`src/rtl/mem_packet_reader_pkg.sv`:
```
// Shared definitions for the memory-side packet blocks.
// Holds the reader FSM encoding and the default geometry.
package mem_packet_reader_pkg;

  localparam int DEF_BITS  = 8;
  localparam int DEF_WIDHT = 4;

  typedef enum logic [1:0] {
    ST_IDLE = 2'd0,
    ST_READ = 2'd1,
    ST_LAST = 2'd2
  } rd_state_e;

endpackage

```
`src/rtl/stream_out_reg.sv`:
```
// Output holding register for the packet stream.
// Loads a word on request, drops valid on handshake, else holds.
module stream_out_reg #(
  parameter int W = 8
) (
  input  logic         clk_i,
  input  logic         rst_ni,
  input  logic         load_i,
  input  logic [W-1:0] data_i,
  input  logic         sop_i,
  input  logic         eop_i,
  input  logic         ready_i,
  output logic [W-1:0] data_o,
  output logic         valid_o,
  output logic         sop_o,
  output logic         eop_o
);

  logic [W-1:0] data_q;
  logic         valid_q;
  logic         sop_q;
  logic         eop_q;

  // Fresh word on load; drain when accepted with nothing behind it.
  always_ff @(posedge clk_i) begin
    if (!rst_ni) begin
      data_q  <= '0;
      valid_q <= 1'b0;
      sop_q   <= 1'b0;
      eop_q   <= 1'b0;
    end else if (load_i) begin
      data_q  <= data_i;
      valid_q <= 1'b1;
      sop_q   <= sop_i;
      eop_q   <= eop_i;
    end else if (valid_q && ready_i) begin
      valid_q <= 1'b0;
      sop_q   <= 1'b0;
      eop_q   <= 1'b0;
    end
  end

  assign data_o  = data_q;
  assign valid_o = valid_q;
  assign sop_o   = sop_q;
  assign eop_o   = eop_q;

endmodule

```
`src/rtl/mem_packet_reader.sv`:
```
// Streams a packet of words out of an async-read register file.
// FSM walks the address range; stream_out_reg holds the words.
module mem_packet_reader
  import mem_packet_reader_pkg::*;
#(
  parameter int pBITS  = DEF_BITS,
  parameter int pWIDHT = DEF_WIDHT
) (
  input  logic              iclk,
  input  logic              irst_n,
  input  logic              istart,
  input  logic [pWIDHT-1:0] istart_addr,
  input  logic [pWIDHT:0]   ilen,
  output logic [pWIDHT-1:0] or_addr,
  input  logic [pBITS-1:0]  ir_data,
  output logic [pBITS-1:0]  odata,
  output logic              ovalid,
  input  logic              iready,
  output logic              osop,
  output logic              oeop,
  output logic              obusy,
  output logic              odone
);

  localparam logic [pWIDHT:0] MAXLEN = {1'b1, {pWIDHT{1'b0}}};
  localparam logic [pWIDHT:0] ONE    = (pWIDHT+1)'(1);

  rd_state_e         state_q;
  logic [pWIDHT-1:0] addr_q;
  logic [pWIDHT:0]   rem_q;
  logic              first_q;
  logic              busy_q;
  logic              done_q;

  logic              valid;
  logic              load;
  logic              xfer;
  logic              last_word;

  assign xfer      = valid && iready;
  assign last_word = (rem_q == ONE);
  assign load      = (state_q == ST_READ) &&
                     (rem_q != '0) &&
                     (!valid || iready);

  // Packet sequencing: accept, walk addresses, close on last handshake.
  always_ff @(posedge iclk) begin
    if (!irst_n) begin
      state_q <= ST_IDLE;
      addr_q  <= '0;
      rem_q   <= '0;
      first_q <= 1'b0;
      busy_q  <= 1'b0;
      done_q  <= 1'b0;
    end else begin
      done_q <= 1'b0;
      case (state_q)
        ST_IDLE: begin
          if (istart && (ilen != '0)) begin
            state_q <= ST_READ;
            addr_q  <= istart_addr;
            rem_q   <= (ilen > MAXLEN) ? MAXLEN : ilen;
            first_q <= 1'b1;
            busy_q  <= 1'b1;
          end
        end
        ST_READ: begin
          if (load) begin
            addr_q  <= addr_q + pWIDHT'(1);
            rem_q   <= rem_q - ONE;
            first_q <= 1'b0;
            if (last_word) begin
              state_q <= ST_LAST;
            end
          end
        end
        ST_LAST: begin
          if (xfer) begin
            state_q <= ST_IDLE;
            busy_q  <= 1'b0;
            done_q  <= 1'b1;
          end
        end
        default: state_q <= ST_IDLE;
      endcase
    end
  end

  stream_out_reg #(
    .W (pBITS)
  ) u_out (
    .clk_i   (iclk),
    .rst_ni  (irst_n),
    .load_i  (load),
    .data_i  (ir_data),
    .sop_i   (first_q),
    .eop_i   (last_word),
    .ready_i (iready),
    .data_o  (odata),
    .valid_o (valid),
    .sop_o   (osop),
    .eop_o   (oeop)
  );

  assign ovalid  = valid;
  assign or_addr = addr_q;
  assign obusy   = busy_q;
  assign odone   = done_q;

endmodule

```
`config.mk`:
```
export PLATFORM = sky130hd
export DESIGN_NAME = mem_packet_reader
export DESIGN_NICKNAME = d
export VERILOG_FILES = /design/src/rtl/mem_packet_reader_pkg.sv /design/src/rtl/stream_out_reg.sv /design/src/rtl/mem_packet_reader.sv
export SDC_FILE = /design/constraint.sdc
export NUM_CORES = 1
export LEC_CHECK = 0
export CORE_MARGIN = 8
export CORE_UTILIZATION = 29
export DETAILED_ROUTE_END_ITERATION = 10
export GPL_ROUTABILITY_DRIVEN = 0
export SLEW_MARGIN = 15
export SYNTH_ARGS = -nofsm -noshare
export SYNTH_HDL_FRONTEND = slang
export SYNTH_SLANG_ARGS = --single-unit
```
`constraint.sdc`:
```
create_clock -name iclk -period 2.5 [get_ports iclk]
set_input_delay 0.75 -clock iclk [delete_from_list [all_inputs] [get_ports iclk]]
set_output_delay 0.75 -clock iclk [all_outputs]
set_load 0.01 [all_outputs]
```
# Yosys cells after proc, flatten, opt, wreduce, memory -nomap -nowiden
# Cells that the tools add are included.
# classes
magnitude_cmp	1
n_mux	21
reduce_logical	16
addsub	2
eq_ne	7
# ops
cell	n
5-bit 2-to-1 mux	3
5-bit case mux with 2 select lines	1
5-bit nonzero test	2
2-bit 2-to-1 mux	4
4-bit 2-to-1 mux	2
4-bit case mux with 2 select lines	1
1-bit 2-to-1 mux	7
2-bit != test (second input constant)	3
2-bit case mux with 3 select lines	1
3-bit AND reduction	2
2-bit nonzero test	3
5-bit by 1-bit equality test with 1-bit output (second input constant)	1
5-bit greater-than comparator (second input constant)	1
5-bit by 1-bit subtractor with 5-bit output (second input constant)	1
4-bit by 1-bit adder with 4-bit output (second input constant)	1
1-bit logical AND	4
1-bit case mux with 2 select lines	2
4-bit AND reduction	1
2-bit by 1-bit equality test with 1-bit output (second input constant)	1
2-bit equality test (second input constant)	1
2-bit logical NOT	1
2-bit by 1-bit != test with 1-bit output (second input constant)	1
2-bit AND reduction	1
1-bit logical NOT	1
1-bit logical OR	1
# totals
inputBits	21
ff_bits	25
out_inout_bits	17

# Logic depth before layout (Yosys ltp)
# logic_depth
depth_word	5
depth_mapped	8

# By module
# A second synthesis with hierarchy kept.
# unflattened
cells_unflattened	139
hier_area_um2	1260.0
# by_module_without_submodules
mod	area_per_inst_um2	instances	seq_area_each_um2	cells_each
mem_packet_reader	839.6	1	280.3	101
stream_out_reg	420.4	1	220.2	38

# Worst setup path before layout
# OpenSTA, ideal clock, no wires.
# synth_path
kind	input port to flip-flop
start	in ilen[1]
end	reg addr_q[0] (netlist: or_addr[0])
path_buffers	1
cell_stages	5
setup_ns	0.119
slack_ns	0.471
t_arrival_ns	1.910
t_required_ns	2.381
cell_sequence	or4_4 -> o2111ai_2 -> buf_6 -> a21oi_1 -> o221a_1
# synth_between
elab_chain_cells	4
# synth_rtl
item	line	rtl
start, declared	mem_packet_reader.sv:13	input logic [pWIDHT:0] ilen,
5-bit nonzero test	mem_packet_reader.sv:59	if (istart && (ilen != '0)) begin
1-bit logical AND	mem_packet_reader.sv:59	
2-bit != test (no line)	n/a	
3-bit AND reduction (no line)	n/a	
end signal, assigned	mem_packet_reader.sv:61	addr_q <= istart_addr;
end signal, assigned	mem_packet_reader.sv:69	addr_q <= addr_q + pWIDHT'(1);
end, declared	mem_packet_reader.sv:29	logic [pWIDHT-1:0] addr_q;
# Every way passes these cells.
# A chain may end at the register's enable or synchronous reset.

# Final worst setup path
# layout_path
start	in ilen[1]
end	reg rem_q[0]
# layout_between
elab_chain_cells	4
word_cells_on_any_way	8
# layout_rtl
item	line	rtl
5-bit greater-than comparator / 5-bit nonzero test (equally long branches)	mem_packet_reader.sv:62, mem_packet_reader.sv:59	
5-bit 2-to-1 mux / 1-bit logical AND (equally long branches)	mem_packet_reader.sv:62, mem_packet_reader.sv:59	
5-bit 2-to-1 mux / 2-bit != test (equally long branches)	n/a	
5-bit case mux with 2 select lines / 3-bit AND reduction (equally long branches)	n/a	
end signal, assigned	mem_packet_reader.sv:62	rem_q <= (ilen > MAXLEN) ? MAXLEN : ilen;
end signal, assigned	mem_packet_reader.sv:70	rem_q <= rem_q - ONE;
end, declared	mem_packet_reader.sv:30	logic [pWIDHT:0] rem_q;
# Parallel ways exist; a longest one is shown, timed or not. The select of a mux whose other input is x is not followed.

==> impl_metrics.yaml <==
layout:
  fill_cells: 483
  mostFrequentLayoutCells: "clkdlybuf4s50_1 (37), nand2_1 (29), dfxtp_1 (25), a21oi_1 (23), nor2_1 (14)"
  fin_nets: 228
  seqCellArea_um2: 500
  drive_above_1_share_pct: 9.85
  diodes: 0
  multi_input_area_um2: 702
  utilization_pct: 41.4
  area_delta_synth_final_pct: 38.4
  final_common_cell: "clkdlybuf4s50_1"
die:
  rows: 24
  dieHeight_um: 82.8
  start_util_pct: 29.9
  dieArea_mm2: 0.00686
  core_area_mm2: 0.00432
  ios: 38
  die_w_um: 82.8
global_route:
  grt_usage_pct: 10.6
  grt.overflow.total: 0
  grt_pass1_vias: 1285
  grt_pass1_wl_um: 6400
  grt_max_degree: 20
  antenna_found_initial: 0
synthesis:
  synthTopCellsByArea: "dfxtp_1 (39%), a21oi_1 (8.9%), nand2_1 (8.4%), nor2_1 (4.1%), buf_6 (3.5%)"
  synth_nets: 184
  async_reset_ff_share_pct: 0
  synth_top_area_share_pct: 38.6
  ys_types: 40
  ys_ff_latch: 25
  syn_inst: 160
  synthFlopType: "dfxtp_1"
  synth_edf_count: 0
  yosysTopAreaCell: "dfxtp_1"
  ys_seq_area_share_pct: 38.6
  synthesis.area_mm2: 0.00129
  synth_area_per_cell_um2: 8.09
  ys_warn_count: 0
power_and_ir_drop:
  cell_internal_pwr_mw: 0.745
  clkPwrFrac_pct: 22.4
  p_sw_share_pct: 32.2
  max-vdd-ir-drop_v: 0.000381
  p_leak_nw: 0.640
  powerDensity_mw_per_mm2: 613
  p_switching_mw: 0.353
  p_comb_share_pct: 33.5
  p_seq_share_pct: 44.1
  p_total_mw: 1.10
hold_path:
  hold_start: "u_out.data_o[0]"
  hold_path_class: "flop to flop"
  min_to: "u_out.data_o[0]"
  hold_depth: 2
setup_path:
  reg2regPathDepth: 7
  reg2reg_slack_ns: 0.56
  timing.rr.start: "rem_q[0]"
  crit_required_ns: 2.67
  r2r_end: "rem_q[0]"
  cp-end-kind: "flop"
  critPathLaunchType: "input port"
  path_class: "input port to flop"
  worstSetupStartpoint: "ilen[1]"
  cp_max_fo: 6
  critPathArrivalTime_ns: 2.43
clocking:
  cts_tree: "built"
  clockRootBuffer: "clkbuf_8"
  cts_setup_buffers: 0
  clkLatencyLatePin_ns: 0.27
  cts_buffer_depth: 2
  cts_sinks: 25
  cts_resized: 0
  clk_transition_reported_paths_ns: 0.09
  numCtsBuffers: 3
  h-tree-depth: 1
  postCtsHoldBufs: 0
route:
  routed-via-count: 1289
  drtIter0Drc: 89
  ant_nets: 0
  via_per_inst: 5.05
  avgRoutedWirePerCell_um: 14.3
  wl_um: 3640
  firstDrtPassIters: 4
  drc: 0
timing:
  rsz0062_at_grt: "no"
  finalSetupViolCount: 0
  fin_crit_ns: 2.25
  hold_slack_ns: 0.455
  post-route-period-util_pct: 90.2
  tightestPinTransition_ns: 0.672
  timing.final.max_slew_violations: 0
  finClkSkew_ns: 0.00789
  finalSetupTns_ns: 0
  hold_viol_final: 0
  max_slew_margin_pct: 55.2
  max_freq_ghz: 0.444
run:
  cap_viol_max_count: 0
status:
  status: "complete, no violations"
place:
  portBuffers: 37
  place_hpwl_um: 2630
[cell type report]
| cell class | instances | area share [%] |
|---|---|---|
| Clock buffer | 4 | 2.51 |
| Timing Repair Buffer | 48 | 25.3 |
| Multi-Input combinational cell | 119 | 39.2 |
| Sequential cell | 25 | 27.9 |
| Tap cell | 52 | 3.63 |
| Inverter | 7 | 1.47 |
[worst max-delay path, stage by stage]
cell,delay [ns]
clkdlybuf4s50_1,0.42
or4_4,0.56
o2111ai_2,0.22
buf_4,0.18
a21oi_1,0.07
o221a_1,0.24
[worst max path at each step]
stage,to,slack [ns],cells past startpoint
2_1_floorplan,or_addr[0],0.47,5
3_5_place_dp,rem_q[0],-0.05,6
6_report,rem_q[0],0.25,6
5_1_grt,or_addr[0],0.16,6
4_1_cts,rem_q[0],0.24,6
3_3_place_gp,rem_q[0],-0.01,6
[layer usage]
| layer | wire, um | GRT usage, % | vias to the layer above |
|---|---|---|---|
| met5 | 0 | 0 | - |
| met2 | 1730 | 17.1 | 28 |
| met4 | 35 | 3.19 | 0 |
| li1 | - | - | 662 |
| met1 | 1740 | 13.5 | 597 |
| met3 | 131 | 2.54 | 2 |
[synth_stat cells (all sizes together), types with 2 or more instances]
| library cell | count |
|---|---|
| nor2b | 3 |
| nand2 | 29 |
| clkbuf | 2 |
| dfxtp | 25 |
| nand3 | 6 |
| a22oi | 2 |
| a21oi | 23 |
| nor2 | 14 |
| nor3 | 3 |
| inv | 6 |
| o221a | 2 |
| o31ai | 2 |
| o21ai | 3 |
| nand2b | 2 |
| o32ai | 5 |
| nor4b | 2 |
| buf | 7 |
| ha | 3 |
| nor3b | 4 |
[power groups by stage]
stage               Sequential [mW]  Clock, mW  Combinational, mW
detailed placement            0.494          0              0.368
finish                        0.484      0.246              0.368
floorplan                     0.498          0              0.214
CTS                           0.484      0.253              0.371
global route                  0.493      0.267              0.407
global placement              0.492          0              0.365
[state kept, by name, summed over array words and instances, names as in the netlist]
signal	flops
u_out.sop_o	1
u_out.data_o	8
or_addr	4
rem_q	5
first_q	1
state_q	2
odone	1
obusy	1
u_out.valid_o	1
u_out.eop_o	1
[kinds of logic after synthesis]
kind of cell | Yosys count | synth area share [%]
buffers and inverters | 16 | 7.15
muxes | 1 | 0.773
and+or+nand+nor | 70 | 27.3
DFF | 25 | 38.6
adders and majority gates | 3 | 2.90
AOI/OAI and AO/OA | 45 | 23.2
[stage by stage]
step / instance area (um^2) / worst slack, ns / std cells
2_1_floorplan: 1290 / 0.471 / 160
3_3_place_gp: 1750 / -0.0108 / 251
3_5_place_dp: 1750 / -0.0464 / 251
4_1_cts: 1790 / 0.243 / 255
5_1_grt: 1790 / 0.157 / 255
6_report: 1790 / 0.246 / 255
No activity file was read; power rests on OpenSTA's default activity.
